`src/rtl/jk_pkg.sv`:
```
// Shared definitions for the JK counter bank: mode encodings, JK cell op codes
// and the toggle-enable chain helper used by the up/down count decoders.
// Ports: none (package only).
package jk_pkg;

   localparam logic [1:0] MODE_JK = 2'b00;
   localparam logic [1:0] MODE_UP = 2'b01;
   localparam logic [1:0] MODE_DN = 2'b10;
   localparam logic [1:0] MODE_LD = 2'b11;

   // {J,K} pair as seen by one cell.
   typedef enum logic [1:0] {
      JK_HOLD = 2'b00,
      JK_CLR  = 2'b01,
      JK_SET  = 2'b10,
      JK_TGL  = 2'b11
   } jk_op_e;

   // Widest bank the helper supports; vectors are zero-extended to this.
   localparam int JK_MAX_W = 32;

   // Bit i of a ripple counter toggles iff bits i-1..0 of v are all 1.
   // Up count passes q, down count passes ~q (borrow chain).
   function automatic logic tgl_en(input logic [JK_MAX_W-1:0] v, input int i);
      logic run;
      run = 1'b1;
      for (int b = 0; b < JK_MAX_W; b++) begin
         if (b < i) run = run & v[b];
      end
      return run;
   endfunction

endpackage

```
`src/rtl/jk_cell.sv`:
```
// One JK flip-flop bit: hold / clear / set / toggle on each rising clk edge.
// Ports: clk, rst (sync, active-high, forces q=0), j, k in; q, qbar out.
// Latency 1 clock; no backpressure (cell always accepts its J/K drive).
module jk_cell
   import jk_pkg::*;
(
   input  logic clk,
   input  logic rst,
   input  logic j,
   input  logic k,
   output logic q,
   output logic qbar
);

   logic q_q;
   logic q_d;

   always_comb begin
      q_d = q_q;
      case (jk_op_e'({j, k}))
         JK_HOLD: q_d = q_q;
         JK_CLR:  q_d = 1'b0;
         JK_SET:  q_d = 1'b1;
         JK_TGL:  q_d = ~q_q;
         default: q_d = q_q;
      endcase
   end

   always_ff @(posedge clk) begin
      if (rst) q_q <= 1'b0;
      else     q_q <= q_d;
   end

   assign q    = q_q;
   assign qbar = ~q_q;

endmodule

```
`src/rtl/jk_counter_bank.sv`:
```
// WIDTH-bit register of JK cells with raw JK, modulo up, down and load modes.
// Ports: clk, rst (sync high), en, mode[1:0], j/k/d[WIDTH] in; q, qbar, tc out.
// Latency 1 clock in every mode; en=0 holds all cells, no other stall.
module jk_counter_bank
   import jk_pkg::*;
#(
   parameter int WIDTH   = 4,
   parameter int MODULUS = 2**WIDTH
) (
   input  logic             clk,
   input  logic             rst,
   input  logic             en,
   input  logic [1:0]       mode,
   input  logic [WIDTH-1:0] j,
   input  logic [WIDTH-1:0] k,
   input  logic [WIDTH-1:0] d,
   output logic [WIDTH-1:0] q,
   output logic [WIDTH-1:0] qbar,
   output logic             tc
);

   // Terminal value, compared on WIDTH+1 bits so MODULUS=2**WIDTH still fits.
   localparam logic [WIDTH:0] MAX_CNT = (WIDTH+1)'(MODULUS - 1);

   logic [WIDTH-1:0]    j_int;
   logic [WIDTH-1:0]    k_int;
   logic [WIDTH:0]      q_ext;
   logic                at_max;   // q >= MODULUS-1 (covers out-of-range q)
   logic                above_max;
   logic                is_zero;
   logic [JK_MAX_W-1:0] chain_in;
   logic [WIDTH-1:0]    tgl;

   assign q_ext     = {1'b0, q};
   assign at_max    = (q_ext >= MAX_CNT);
   assign above_max = (q_ext > MAX_CNT);
   assign is_zero   = (q == '0);

   // Toggle-enable chain: carry chain for up, borrow chain (on ~q) for down.
   always_comb begin
      chain_in = '0;
      chain_in[WIDTH-1:0] = (mode == MODE_DN) ? ~q : q;
      tgl = '0;
      for (int i = 0; i < WIDTH; i++) begin
         tgl[i] = tgl_en(chain_in, i);
      end
   end

   // Mode decoder: every mode is expressed as per-bit J/K drive.
   always_comb begin
      j_int = '0;
      k_int = '0;
      if (en) begin
         case (mode)
            MODE_JK: begin
               j_int = j;
               k_int = k;
            end
            MODE_UP: begin
               if (at_max) begin
                  j_int = '0;
                  k_int = '1;
               end else begin
                  j_int = tgl;
                  k_int = tgl;
               end
            end
            MODE_DN: begin
               // Wrap (or out-of-range recovery) lands on MODULUS-1.
               if (is_zero || above_max) begin
                  j_int = MAX_CNT[WIDTH-1:0];
                  k_int = ~MAX_CNT[WIDTH-1:0];
               end else begin
                  j_int = tgl;
                  k_int = tgl;
               end
            end
            MODE_LD: begin
               j_int = d;
               k_int = ~d;
            end
            default: begin
               j_int = '0;
               k_int = '0;
            end
         endcase
      end
   end

   assign tc = en & (((mode == MODE_UP) & at_max) | ((mode == MODE_DN) & is_zero));

   for (genvar g = 0; g < WIDTH; g++) begin : g_cell
      jk_cell u_cell (
         .clk  (clk),
         .rst  (rst),
         .j    (j_int[g]),
         .k    (k_int[g]),
         .q    (q[g]),
         .qbar (qbar[g])
      );
   end

endmodule
```
`config.mk`:
```
export PLATFORM = sky130hd
export DESIGN_NAME = jk_counter_bank
export DESIGN_NICKNAME = d
export VERILOG_FILES = /design/src/rtl/jk_pkg.sv /design/src/rtl/jk_cell.sv /design/src/rtl/jk_counter_bank.sv
export SDC_FILE = /design/constraint.sdc
export NUM_CORES = 1
export LEC_CHECK = 0
export ABC_AREA = 1
export CORE_UTILIZATION = 37
export DETAILED_ROUTE_END_ITERATION = 6
export PLACE_DENSITY = 0.82
export SETUP_SLACK_MARGIN = 0.4
export SYNTH_ARGS = -nofsm -noshare
export SYNTH_HDL_FRONTEND = slang
export SYNTH_SLANG_ARGS = --single-unit
```
`constraint.sdc`:
```
create_clock -name clk -period 2.6 [get_ports clk]
set_clock_uncertainty 0.1 [all_clocks]
set_input_delay 0.26 -clock clk [delete_from_list [all_inputs] [get_ports clk]]
set_output_delay 0.26 -clock clk [all_outputs]
set_load 0.05 [all_outputs]
```
==> run_results.csv <==
group,metric,value,unit
placement,hpwl,1090,µm
final_layout,ff_latch_area,80.1,µm²
timing,rsz0062_at_grt,"no",
pwr,p_per_area,398,mW/mm²
floorplanning,die_w,40.4,µm
clock_network,cts-buffers-inserted,3,
synthesis,synthesis.area,546,µm²
clock_network,clk_latency,0.23,ns
final_layout,num-nets-final,138,
floorplanning,start_util,0.409,
worst_setup_path,worst_setup_path_start_kind,"primary input",
synthesis,avgSynthCellArea,5.46,µm²
synthesis,netlist.area_leader.share,0.165,
worst_setup_path,arrival,1.64,ns
synthesis,synth_most_common_cell,"nand2_1",
floorplanning,dieArea,0.00163,mm²
global_routing,overflow,0,
detailed_routing,vias_per_cell,5.01,
final_layout,multiInputGateArea,349,µm²
timing,fin_crit,2.00,ns
timing,clock.fmax,500,MHz
clock_network,cts-root-buf,"clkbuf_4",
synthesis,synth_area_leaders,"nand2_1 (17%), dfxtp_1 (15%), nor2_1 (13%)",
synthesis,yosysWarnings,0,
clock_network,cts_tree,"done",
detailed_routing,routed_wl,1390,µm
timing,hold_viol,0,
worst_setup_path,cp_max_fo,5,
worst_setup_path,required,2.24,ns
global_routing,grt_antenna_before_repair,0,
worst_setup_path,cp-end-kind,"output pin",
pwr,ir_worst_vdd,0.270,mV
synthesis,syn_nets,117,
placement,portBuffers,25,
floorplanning,die_h,40.4,µm
synthesis,yosysSeqAreaShare,0.147,
detailed_routing,ant_nets,0,
global_routing,grtUsageTotal,0.194,
synthesis,synth_cells,100,
synthesis,synth.distinct_cells,20,
clock_network,clockBufferDepth,2,
final_layout,largest_reg_flops,4,
timing,tns,0,ns
synthesis,async_reset_ff_frac,0,
pwr,clockPowerShare,0.244,
timing,fin_crit_sh,0.769,
floorplanning,core,0.00133,mm²
timing,report.final.slew_viol_count,0,
pwr,power_leakage,0.341,nW
final_layout,area_delta_synth_final,43.3,%
detailed_routing,dr.pass1.iters,4,
timing,slew_headroom,0.671,
detailed_routing,route.detailed.drc,0,
pwr,power.net_switching,0.000128,W
final_layout,fill_cells,137,
detailed_routing,drt_first_iter_violations,10,
final_layout,drive_gt1_frac,0.126,
floorplanning,io_pins,26,
pwr,p_total,0.000311,W
pwr,p_int,0.000183,W
job,drv_cap,0,
pwr,seqPwrFrac,0.248,
global_routing,grt_pass1_vias,560,
clock_network,clock-sinks,4,
synthesis,synth_edf_count,0,
global_routing,grt_pass1_wl,2170,µm
pwr,combPwrFrac,0.508,
detailed_routing,routedWlPerCell,10.3,µm
placement,gp_congestion,0.922,
detailed_routing,vias,672,
clock_network,clk_pin_slew,0.04,ns
worst_hold_path,hold_class,"register to register",
worst_setup_path,setup.worst_path.class,"primary input to output pin",
final_layout,fin_util,0.586,
synthesis,synth_commonest_cells,"nand2_1 (24), nor2_1 (19), buf_4 (9), inv_1 (9), a21oi_1 (5)",
synthesis,synth_flop_cell,"dfxtp_1",
final_layout,diodes,0,
outcome,status,"complete, no violations",
pwr,p_sw_frac,0.412,
clock_network,htree_levels,1,
synthesis,yosysTopAreaCell,"nand2_1",
timing,worst_pin_slew,0.491,ns
timing,setup_viol,0,
floorplanning,rows,13,
clock_network,postCtsHoldBufs,0,
synthesis,synth_seq_cells,4,
global_routing,grt_max_degree,9,
worst paths after layout:
| check | startpoint | end | slack (ns) | cells after the start |
|---|---|---|---|---|
| setup / recovery | mode[0] | tc | 0.60 | 7 |
| hold / removal | g_cell[3].u_cell.q | g_cell[3].u_cell.q | 0.44 | 2 |
| setup reg to reg | g_cell[0].u_cell.q | g_cell[3].u_cell.q | 1.16 | 9 |
| hold reg to reg | g_cell[3].u_cell.q | g_cell[3].u_cell.q | 0.44 | 2 |
per-layer routing:
metal,part of all wire,track usage,vias to the layer above
li1,-,-,349
met1,0.47,0.245,294
met4,0,0,0
met2,0.46,0.333,29
met5,0,0,-
met3,0.072,0.0667,0
layout by cell type, fill, tap and decap left out, drive strengths merged:
master	netlist	final
nand2	26	26
clkdlybuf4s50	0	23
nor2	23	23
inv	13	13
o21ai	7	7
a21oi	6	6
nand3	4	4
dfxtp	4	4
clkbuf	0	3
nand4	2	2
nor3	2	2
o211ai	1	1
o22ai	1	1
or2	1	1
o221ai	1	1
dlymetal6s2s	0	1
buf	9	1
critical path, stage by stage:
cell             delay [ns]
clkdlybuf4s50_1        0.50
inv_2                  0.14
nand2_1                0.11
nor2_1                 0.17
inv_1                  0.05
a21oi_1                0.23
buf_12                 0.17
final cells by class:
type | count | share of cell area
Inverter | 13 | 0.0624
Sequential cell | 4 | 0.102
Timing Repair Buffer | 25 | 0.336
Clock buffer | 3 | 0.0288
Tap cell | 15 | 0.0240
Multi-Input combinational cell | 74 | 0.446
what timing repair did:
action / CTS / global route
endpoints found under the setup margin: 0 / 1
buffers inserted: 0 / 0
gates resized for setup: 0 / 1
kinds of logic (layout without fill, tap and decap cells):
group                  Yosys count  in the layout  share of synthesized area
AO/OA/AOI/OAI                   16             16                      0.167
buffers and inverters           22             41                      0.213
flip-flops                       4              4                      0.147
AND/OR/NAND/NOR                 58             58                      0.472
per-stage QoR:
step | worst slack [ns] | hold slack (ns) | instances | cell area, µm²
2_1_floorplan | 0.693 | 0.222 | 100 | 546
3_3_place_gp | 0.562 | 0.433 | 131 | 757
3_5_place_dp | 0.535 | 0.442 | 131 | 757
4_1_cts | 0.521 | 0.441 | 134 | 779
5_1_grt | 0.466 | 0.474 | 134 | 782
6_report | 0.601 | 0.437 | 134 | 782
power groups by stage:
| stage | clock [W] | sequential (W) | combinational [W] |
|---|---|---|---|
| finish | 0.0000761 | 0.0000772 | 0.000158 |
| CTS | 0.0000775 | 0.0000771 | 0.000158 |
| global route | 0.0000839 | 0.0000784 | 0.000171 |
| floorplan | 0 | 0.0000754 | 0.000114 |
| detailed placement | 0 | 0.0000782 | 0.000157 |
| global placement | 0 | 0.0000776 | 0.000156 |
(Power assumes the default switching activity.)
